## src/rtl/int_router.sv

```systemverilog
// int_router: sticky interrupt status routed to NOUT pins, each shaped as a level or
// as a pulse with a cold time, optional repeat and re-trigger.
module int_router #(
    parameter int NSRC = 16,
    parameter int NOUT = 2,
    parameter int WW   = 11,
    parameter int CW   = 6
) (
    input  logic                 clk_32k,
    input  logic                 rst,
    input  logic [NSRC-1:0]      src_flag,
    input  logic [NSRC-1:0]      rg_int_enable,
    input  logic [NSRC-1:0]      rg_int_clr,
    input  logic [NSRC*NOUT-1:0] rg_int_route,
    input  logic [NOUT-1:0]      rg_out_low_en,
    input  logic [NOUT-1:0]      rg_out_level_en,
    input  logic [NOUT-1:0]      rg_out_repeat,
    input  logic [NOUT*WW-1:0]   rg_out_width,
    input  logic [NOUT*CW-1:0]   rg_cold_time,
    output logic [NSRC-1:0]      int_status,
    output logic                 int_pend_vld,
    output logic [4:0]           int_pend_id,
    output logic [NOUT-1:0]      int_out
);

    localparam int CNTW = (WW > CW + 5) ? WW : CW + 5;

    typedef enum logic [1:0] {
        ST_IDLE,
        ST_ACTIVE,
        ST_COLD
    } state_t;

    logic [NSRC-1:0] src_d1;
    logic [NSRC-1:0] evt;
    logic [NSRC-1:0] status_nxt;
    logic [NSRC-1:0] pend_mask;
    logic            pend_vld_nxt;
    logic [4:0]      pend_id_nxt;

    logic [NOUT-1:0] on;
    logic [NOUT-1:0] on_d1;
    logic [NOUT-1:0] level_d1;
    logic [NOUT-1:0] act_q;
    logic [NOUT-1:0] act_d;
    logic [NOUT-1:0] retrig_q;
    logic [NOUT-1:0] retrig_d;
    state_t          state_q [NOUT];
    state_t          state_d [NOUT];
    logic [CNTW-1:0] cnt_q   [NOUT];
    logic [CNTW-1:0] cnt_d   [NOUT];

    // NOTE: combinational blocks use blocking '=' and assign every output a default
    // first, so no path leaves a variable unassigned and no latch is inferred.
    always_comb begin
        evt          = src_flag & ~src_d1;
        status_nxt   = evt | (int_status & ~rg_int_clr);
        pend_mask    = status_nxt & rg_int_enable;
        pend_vld_nxt = |pend_mask;
        pend_id_nxt  = '0;
        // Scan downwards so the lowest set index is the one left standing.
        for (int i = NSRC - 1; i >= 0; i--) begin
            if (pend_mask[i]) begin
                pend_id_nxt = 5'(i);
            end
        end
    end

    always_comb begin
        on = '0;
        for (int k = 0; k < NOUT; k++) begin
            on[k] = |(int_status & rg_int_enable & rg_int_route[k*NSRC +: NSRC]);
        end
    end

    always_comb begin
        act_d    = act_q;
        retrig_d = retrig_q;
        for (int k = 0; k < NOUT; k++) begin
            logic [CNTW-1:0] width_k;
            logic [CNTW-1:0] cold_last;
            logic            on_rise;

            state_d[k] = state_q[k];
            cnt_d[k]   = cnt_q[k];
            width_k    = CNTW'(rg_out_width[k*WW +: WW]);
            // (cold+1)*32-1 is simply the cold field with five ones appended.
            cold_last  = CNTW'({rg_cold_time[k*CW +: CW], 5'h1f});
            on_rise    = on[k] & ~on_d1[k];

            if (rg_out_level_en[k] != level_d1[k]) begin
                state_d[k]  = ST_IDLE;
                cnt_d[k]    = '0;
                act_d[k]    = 1'b0;
                retrig_d[k] = 1'b0;
            end else if (rg_out_level_en[k]) begin
                state_d[k]  = ST_IDLE;
                cnt_d[k]    = '0;
                act_d[k]    = on[k];
                retrig_d[k] = 1'b0;
            end else begin
                case (state_q[k])
                    ST_IDLE: begin
                        if (on_rise) begin
                            state_d[k] = ST_ACTIVE;
                            cnt_d[k]   = '0;
                            act_d[k]   = 1'b1;
                        end
                    end
                    ST_ACTIVE: begin
                        if (cnt_q[k] == width_k) begin
                            state_d[k] = ST_COLD;
                            cnt_d[k]   = '0;
                            act_d[k]   = 1'b0;
                        end else begin
                            cnt_d[k] = cnt_q[k] + CNTW'(1);
                        end
                    end
                    ST_COLD: begin
                        if (on_rise) begin
                            retrig_d[k] = 1'b1;
                        end
                        if (cnt_q[k] == cold_last) begin
                            cnt_d[k]    = '0;
                            retrig_d[k] = 1'b0;
                            if (on[k] && (rg_out_repeat[k] || retrig_q[k] || on_rise)) begin
                                state_d[k] = ST_ACTIVE;
                                act_d[k]   = 1'b1;
                            end else begin
                                state_d[k] = ST_IDLE;
                            end
                        end else begin
                            cnt_d[k] = cnt_q[k] + CNTW'(1);
                        end
                    end
                    default: begin
                        state_d[k]  = ST_IDLE;
                        cnt_d[k]    = '0;
                        act_d[k]    = 1'b0;
                        retrig_d[k] = 1'b0;
                    end
                endcase
            end
        end
    end

    // NOTE: sequential state uses non-blocking '<='; the per-pin state and counter
    // arrays are true control registers, so every element is reset explicitly.
    always_ff @(posedge clk_32k or posedge rst) begin
        if (rst) begin
            src_d1       <= '0;
            int_status   <= '0;
            int_pend_vld <= 1'b0;
            int_pend_id  <= '0;
            on_d1        <= '0;
            level_d1     <= '0;
            act_q        <= '0;
            retrig_q     <= '0;
            for (int k = 0; k < NOUT; k++) begin
                state_q[k] <= ST_IDLE;
                cnt_q[k]   <= '0;
            end
        end else begin
            src_d1       <= src_flag;
            int_status   <= status_nxt;
            int_pend_vld <= pend_vld_nxt;
            int_pend_id  <= pend_id_nxt;
            on_d1        <= on;
            level_d1     <= rg_out_level_en;
            act_q        <= act_d;
            retrig_q     <= retrig_d;
            for (int k = 0; k < NOUT; k++) begin
                state_q[k] <= state_d[k];
                cnt_q[k]   <= cnt_d[k];
            end
        end
    end

    assign int_out = act_q ^ rg_out_low_en;

endmodule

```

## config.mk

```make
export PLATFORM = sky130hd
export DESIGN_NAME = int_router
export DESIGN_NICKNAME = d
export VERILOG_FILES = /design/src/rtl/int_router.sv
export SDC_FILE = /design/constraint.sdc
export NUM_CORES = 1
export LEC_CHECK = 0
export CAP_MARGIN = 20
export CORE_ASPECT_RATIO = 1.4
export CORE_MARGIN = 10
export CORE_UTILIZATION = 24
export CTS_CLUSTER_SIZE = 25
export DETAILED_ROUTE_END_ITERATION = 10
export DONT_BUFFER_PORTS = 1
export PLACE_DENSITY_LB_ADDON = 0.25
export RECOVER_POWER = 50
export SKIP_LAST_GASP = 1
export SLEW_MARGIN = 25
export SYNTH_ARGS = -nofsm -noshare
export SYNTH_HDL_FRONTEND = slang
export SYNTH_SLANG_ARGS = --single-unit
```

## constraint.sdc

```tcl
create_clock -name clk_32k -period 4.44 [get_ports clk_32k]
set_clock_uncertainty 0.15 [all_clocks]
set_input_delay 0.222 -clock clk_32k [delete_from_list [all_inputs] [get_ports clk_32k]]
set_output_delay 0.222 -clock clk_32k [all_outputs]
set_load 0.02 [all_outputs]
```

==> out/qor.yml, run 1 <==
floorplan:
  ios: 146
  fp.dieW_um: 129
  die_h_um: 173
  num_rows: 56
  die_area_um2: 22400
  core_area_um2: 16600
  start_util_pct: 24.2
synthesis:
  yosysWarnings: 0
  syn_nets: 560
  synthFlopType: "dfrtp_1"
  yosys-top-cells-area: "dfrtp_1, xnor2_1, nand3_1"
  synth_edf_count: 0
  post_synth.cell_area_avg_um2: 9.50
  synth_area_leader_cell: "dfrtp_1"
  syn_area_um2: 4030
  ys_types: 51
  synthCells: 424
  synth.top_cell.area_share_pct: 44.1
  async_flop_share_pct: 100
  ys_ff_latch: 71
  yosysSeqAreaShare_pct: 44.1
sta:
  fin_crit_ns: 2.70
  tightest_slew_ns: 1.43
  rsz0062_at_grt: "false"
  fmax_mhz: 370
  timing.final.crit_share_pct: 60.9
  hold_viol_final: 0
  finalSetupTns_ns: 0
  slew_violations: 0
  finalWorstSetupSlack_ns: 1.74
  maxSlewHeadroom_pct: 3.92
  holdWs_ns: 0.0115
  setup_violations: 0
worst_setup_path:
  cp.arrival_ns: 2.83
  crit_top_cell: "a221oi_1"
  cpPeakStageDelay_ns: 0.57
  end_kind: "flip-flop"
  critical_path.top_delay_family: "compound AO/OA/AOI/OAI gates"
  path_buf_inv: 1
  critPathKind: "reg -> reg"
  r2r_start: "int_status[7]"
  worstPathRequired_ns: 4.56
  reg2regPathDepth: 7
  crit_slowest_cell: "dlygate4sd3_1"
  path_cells: "nor2b_1 -> o21ai_0 -> a32o_1 -> a221oi_1 -> a221oi_1 -> a22oi_1 -> dlygate4sd3_1"
  path_max_fanout: 4
  crit-reg2reg-capture: "int_pend_id[0]"
  start_kind: "flip-flop"
  ff2ff_setup_slack_ns: 1.74
cells_and_area:
  antenna_cells: 0
  drive_gt1_share_pct: 6.16
  area_growth_pct: 22.5
  filler_cell_count: 1730
  fin_area_um2: 4930
  nets: 603
  final_cells: 674
clock_network:
  clk_pin_slew_ns: 0.05
  clockRootBuffer: "clkbuf_16"
  hold_buffers: 36
  numClockSinks: 71
  htree_levels: 3
  cts_buffer_depth: 2
  numCtsBuffers: 9
  post_cts_buffers: 0
  cts_resized: 0
  clk_latency_ns: 0.34
  cts_tree: "yes"
worst_hold_path:
  min_to: "int_status[15]"
  hold_depth: 2
  hold_path_class: "in -> reg"
  hold_start: "src_flag[15]"
placement:
  port_buffers: 0
  postPlaceCellArea_um2: 4260
  hpwl_um: 10600
  finalWeightedCongestion: 0.805
  place_inst: 623
  pre_cts_ws_ns: 1.71
power:
  power_density_nw_per_um2: 367
  seqPwrFrac_pct: 41.8
  pwr-share-comb_pct: 15.4
  pwr-share-clk_pct: 42.8
  intPower_uw: 1310
  p_switching_uw: 502
  leakagePower_uw: 0.00204
  switching_share_pct: 27.8
  ir_drop_mv: 0.139
global_route:
  grt-ovfl-total: 0
  antenna_found_initial: 0
  grt_pass1_wl_um: 20700
  track_usage_pct: 12.1
  grt_pass1_vias: 3724
  grt_max_degree: 42
route:
  post_drt_wl_per_cell_um: 19.6
  drt-initial-drc-count: 210
  routed_wirelength_um: 13200
  post-route-drc-count: 0
  vias: 3419
  dr.pass1.iters: 6
  final_antenna_net_count: 0
  via_per_inst: 5.07
status:
  status: "finished, final reports clean"
flow_run:
  max-cap-violations: 0
-- cell families (layout without fill, tap and decap cells) --
| logic type | Yosys count | count (layout) | synth area share, % |
|---|---|---|---|
| XOR/XNOR | 36 | 36 | 7.83 |
| AO/OA/AOI/OAI | 94 | 94 | 17.0 |
| adder cells (fa/ha/maj) | 14 | 14 | 4.35 |
| other | 1 | 1 | 0.0931 |
| multiplexers | 4 | 4 | 0.994 |
| AND/OR/NAND/NOR | 166 | 166 | 21.8 |
| buffers and inverters | 38 | 85 | 3.79 |
| flip-flops | 71 | 71 | 44.1 |
-- flip-flops by register name (all words and copies together) (netlist names) --
name / cells
int_pend_vld: 1
cnt_q: 22
src_d1: 16
retrig_q: 2
level_d1: 2
state_q: 4
on_d1: 2
int_pend_id: 4
int_status: 16
act_q: 2
-- worst reg2reg max path: cells and delay by family (launching register included) --
family / cells / cell delay (ns)
flops: 1 / 0.49
simple gates: 1 / 0.19
buf+inv: 1 / 0.57
compound gates: 5 / 1.23
-- metal layers --
metal / up-vias / share of wire, % / global-route usage [%]
li1: 1622 / - / -
met1: 1652 / 41 / 14.1
met2: 129 / 50 / 20.2
met3: 16 / 6.7 / 3.34
met4: 0 / 2.0 / 5.26
met5: - / 0 / 0
-- cell type report --
| cell class | instances | area [um^2] | area share, % |
|---|---|---|---|
| multi-input combinational | 315 | 2100 | 42.5 |
| inverter | 33 | 125 | 2.54 |
| sequential | 71 | 1780 | 36.0 |
| tap | 203 | 254 | 5.15 |
| clock inverter | 4 | 70.1 | 1.42 |
| clock buffer | 11 | 243 | 4.92 |
| timing repair buffer | 37 | 368 | 7.46 |
-- power by group through the flow --
stage	Combinational [uW]	Sequential [uW]	Clock [uW]
2_1_floorplan	195	749	0
3_3_place_gp	250	767	0
3_5_place_dp	252	767	0
4_1_cts	285	756	807
5_1_grt	314	763	837
6_report	279	756	774
-- how the worst max path moves through the flow --
stage / start / to / slack, ns / cells past startpoint
2_1_floorplan: cnt_q[11] / cnt_q[18] / 2.25 / 7
3_3_place_gp: int_status[3] / cnt_q[18] / 1.77 / 6
3_5_place_dp: int_status[6] / state_q[1] / 1.71 / 6
4_1_cts: int_status[7] / int_pend_id[0] / 1.69 / 7
5_1_grt: int_status[7] / int_pend_id[0] / 1.54 / 7
6_report: int_status[7] / int_pend_id[0] / 1.74 / 7
-- cell usage in the layout, fill, tap and decap left out, types with 2 or more instances in the layout --
cell / instances
and3_1: 6
nand2_1: 29
nor3_1: 8
or3_1: 2
a21oi_1: 6
o211ai_1: 7
o22ai_1: 10
inv_1: 32
nor2_2: 2
a22o_1: 11
o31ai_1: 3
a221oi_1: 2
ha_1: 14
xnor2_1: 30
and2b_1: 3
xor2_1: 6
dlygate4sd3_1: 36
dfrtp_1: 71
a31oi_1: 4
nor2b_1: 14
clkbuf_16: 9
nor2_1: 18
nor4_2: 2
nor3b_1: 4
a221o_1: 3
o211a_1: 2
o21ai_0: 26
nand2b_1: 6
bufinv_16: 2
or2_2: 6
o2bb2ai_1: 4
o221ai_1: 3
nand4_1: 16
nand3_1: 45
mux2i_1: 4
o41a_1: 2
o31a_1: 2
nor4_1: 2
clkinv_2: 2
-- stage by stage --
step	utilization, %	total power [uW]
floorplan	-	944
global placement	25.7	1020
detailed placement	25.7	1020
CTS	29.7	1850
global route	29.7	1910
finish	29.7	1810
-- Yosys cell counts (all sizes together) (2+ instances only) --
cell type and n:
ha 14, nor3 8, o211ai 9, o221ai 3, nand4 16, o22ai 10, nor4 4, nor3b 4
nor2b 14, or2 6, nand2b 6, a221oi 2, o31ai 3, a31oi 4, a221o 3, a21oi 6
o41a 2, dfrtp 71, and2b 3, xnor2 30, o31a 2, nand2 29, a22o 11, nand3 45
o21ai 26, inv 33, buf 4, or3 2, nor2 20, mux2i 4, o2bb2ai 4, o211a 2
xor2 6, and3 6
(Power assumes the default switching activity.)
==> run 2: changes to the inputs <==
--- a/config.mk
+++ b/config.mk
@@ -5,6 +5,7 @@
 export SDC_FILE = /design/constraint.sdc
 export NUM_CORES = 1
 export LEC_CHECK = 0
+export ABC_AREA = 1
 export CAP_MARGIN = 20
 export CORE_ASPECT_RATIO = 1.4
 export CORE_MARGIN = 10
==> constraint.sdc (replaced) <==
create_clock -name clk_32k -period 2.55 [get_ports clk_32k]
set_clock_uncertainty 0.15 [all_clocks]
set_input_delay 0.1275 -clock clk_32k [delete_from_list [all_inputs] [get_ports clk_32k]]
set_output_delay 0.1275 -clock clk_32k [all_outputs]
set_load 0.02 [all_outputs]
==> run 2 against run 1 <==
  * Global-route usage is 1.5 points lower
  * Synthesized cell count is 21% higher
  * Worst setup slack worse by 1.6 ns
  * Flip-flop and latch count stayed put
  * Non-clock buffer count is 19 higher
  * First-iteration DRC count is 20% lower
  * Total power is 66% higher
  * Register-to-register slack worse by 1.6 ns
  * Sequential share of layout area is 1.4 points lower
  * Critical endpoint is now int_pend_vld
  * Largest cell class unchanged
  * Highest routed layer unchanged
==> out/qor.yml, run 2 <==
sta:
  fmax_mhz: 413
  fin_crit_ns: 2.42
  tightest_slew_ns: 1.32
  timing.final.crit_share_pct: 94.9
  finalSetupTns_ns: 0
  hold_viol_final: 0
  maxSlewHeadroom_pct: 12.1
  slew_violations: 0
  finalWorstSetupSlack_ns: 0.130
  setup_violations: 0
  rsz0062_at_grt: "false"
clock_network:
  clockRootBuffer: "clkbuf_16"
  cts_buffer_depth: 2
  numClockSinks: 71
  htree_levels: 3
  numCtsBuffers: 9
  clk_latency_ns: 0.33
  clk_pin_slew_ns: 0.05
  cts_tree: "yes"
synthesis:
  yosysSeqAreaShare_pct: 43.5
  yosys-mux-area-fraction_pct: 0
  syn_area_um2: 4080
  synthCells: 512
  async_flop_share_pct: 100
  ys_types: 38
  synth_top_family_by_area: "simple AND/OR/NAND/NOR gates"
  synth_edf_count: 0
  yosys-top-cells-area: "dfrtp_1, inv_1, nand2_1"
  yosysWarnings: 0
  synth_area_leader_cell: "dfrtp_1"
  syn_nets: 648
  synth-simple-area-share_pct: 24.8
  yosysMostFrequentCell: "inv_1"
  ys_ff_latch: 71
  post_synth.cell_area_avg_um2: 7.97
  synth_xor_xnor_area_share_pct: 7.30
  ys_top_cells_by_count: "inv_1, nand2_1, dfrtp_1"
  synthFlopType: "dfrtp_1"
  synth-adder-area-share_pct: 4.29
  synth.top_cell.area_share_pct: 43.5
  synth-compound-area-share_pct: 9.96
placement:
  hpwl_um: 9410
  place_inst: 715
  postPlaceCellArea_um2: 4360
  finalWeightedCongestion: 0.857
  port_buffers: 0
  pre_cts_ws_ns: 0.224
global_route:
  antenna_found_initial: 1
  grt-ovfl-total: 0
  grt_pass1_vias: 3931
  track_usage_pct: 10.6
  grt_max_degree: 43
  grt_pass1_wl_um: 19200
floorplan:
  ios: 146
  start_util_pct: 24.4
  die_area_um2: 22700
  fp.dieW_um: 130
  num_rows: 56
  die_h_um: 174
  core_area_um2: 16700
worst_setup_path:
  crit-reg2reg-capture: "int_pend_vld"
  path_max_fanout: 4
  end_kind: "flip-flop"
  reg2regPathDepth: 8
  ff2ff_setup_slack_ns: 0.13
  worstPathRequired_ns: 2.59
  start_kind: "flip-flop"
  critPathKind: "reg -> reg"
  r2r_start: "int_status[5]"
  cp.arrival_ns: 2.46
cells_and_area:
  layout_common_cells: "inv_1, nand2_1, dfrtp_1"
  filler_cell_count: 1755
  nets: 709
  area_growth_pct: 25.8
  drive_gt1_share_pct: 7.09
  multiInputGateArea_um2: 1900
  regMostFlops: "cnt_q"
  final_cells: 782
  fin_area_um2: 5140
  largest_reg_flops: 22
  regArea_um2: 1780
  top_regs: "cnt_q (22), int_status (16), src_d1 (16)"
  final_common_cell: "inv_1"
route:
  post-route-drc-count: 0
  dr.pass1.iters: 4
  via_per_inst: 4.57
  post_drt_wl_per_cell_um: 15.2
  drt-initial-drc-count: 167
  routed_wirelength_um: 11900
  final_antenna_net_count: 0
  vias: 3575
worst_hold_path:
  hold_depth: 5
  min_to: "int_pend_id[3]"
  hold_start: "rg_int_enable[7]"
  hold_path_class: "in -> reg"
power:
  leakagePower_uw: 0.00247
  ir_drop_mv: 0.230
  power_density_nw_per_um2: 585
status:
  status: "finished, final reports clean"
flow_run:
  max-cap-violations: 0
==> run 2: cell count changes in the layout (fill, tap and decap cells not counted), moves of 9 or more <==
cell / change
a22o_1: -11
dlygate4sd3_1: +14
xor2_1: +17
nor2b_1: -14
nand3_1: +9
nor2_1: +18
xnor2_1: -19
nand2_1: +61
inv_1: +60
==> run 2: per-layer routing <==
| metal | up-vias | wire, um | global-route usage, % |
|---|---|---|---|
| met1 | 1648 | 4660 | 11.5 |
| met2 | 138 | 5990 | 17.8 |
| met5 | - | 0 | 0 |
| li1 | 1777 | - | - |
| met3 | 12 | 1090 | 4.51 |
| met4 | 0 | 173 | 3.95 |
==> run 2: where the power goes <==
group / internal, uW / switching, uW / total, uW
logic: 215 / 313 / 528
clock network: 705 / 476 / 1180
registers: 1200 / 98.6 / 1300
total: 2120 / 887 / 3010
==> run 2: stage by stage <==
step	utilization (%)	hold WS [ns]	power (uW)
2_1_floorplan	-	0.00893	1650
3_3_place_gp	26.0	0.00907	1780
3_5_place_dp	26.0	0.00907	1780
4_1_cts	30.6	0.00623	3100
5_1_grt	30.7	0.0539	3200
6_report	30.7	0.0184	3010
==> run 2: kinds of logic after synthesis <==
kind of cell             count (synthesis)
buffers and inverters                  104
AO/OA/AOI/OAI                           67
XOR/XNOR                                34
adder cells (fa/ha/maj)                 14
other                                    1
AND/OR/NAND/NOR                        221
flip-flops                              71
==> run 2: timing repair <==
item,4_1_cts,5_1_grt
setup buffers,0,0
gates resized for setup,0,2
hold buffers,50,0
hold endpoints to repair,76,0
setup endpoints to repair,0,2
==> run 2: final cells by class <==
cell class / instances / share of cell area [%]
well taps: 203 / 4.95
flip-flops and latches: 71 / 34.6
multi-input cells: 337 / 36.9
clock buffers: 12 / 4.99
diodes: 1 / 0.0487
inverters: 98 / 7.21
clock inverters: 4 / 0.390
repair buffers: 56 / 10.9
==> run 2: worst max path at each step <==
| stage | startpoint | endpoint | slack [ns] |
|---|---|---|---|
| 6_report | int_status[5] | int_pend_vld | 0.13 |
| 5_1_grt | int_status[5] | int_pend_vld | 0.002 |
| 4_1_cts | int_status[4] | int_pend_vld | 0.08 |
| 3_5_place_dp | int_status[0] | cnt_q[9] | 0.22 |
| 3_3_place_gp | int_status[0] | act_q[1] | 0.25 |
| 2_1_floorplan | rst | act_q[0] | 0.48 |
==> run 2: worst max-delay path: stages (launching register included) <==
cell and delay, ns:
dfrtp_1 0.49, inv_1 0.09, o22ai_1 0.09, nand2_1 0.09
nand2_1 0.07, dlygate4sd3_1 0.56, nor2_1 0.12, dlygate4sd3_1 0.56
nand3_1 0.07
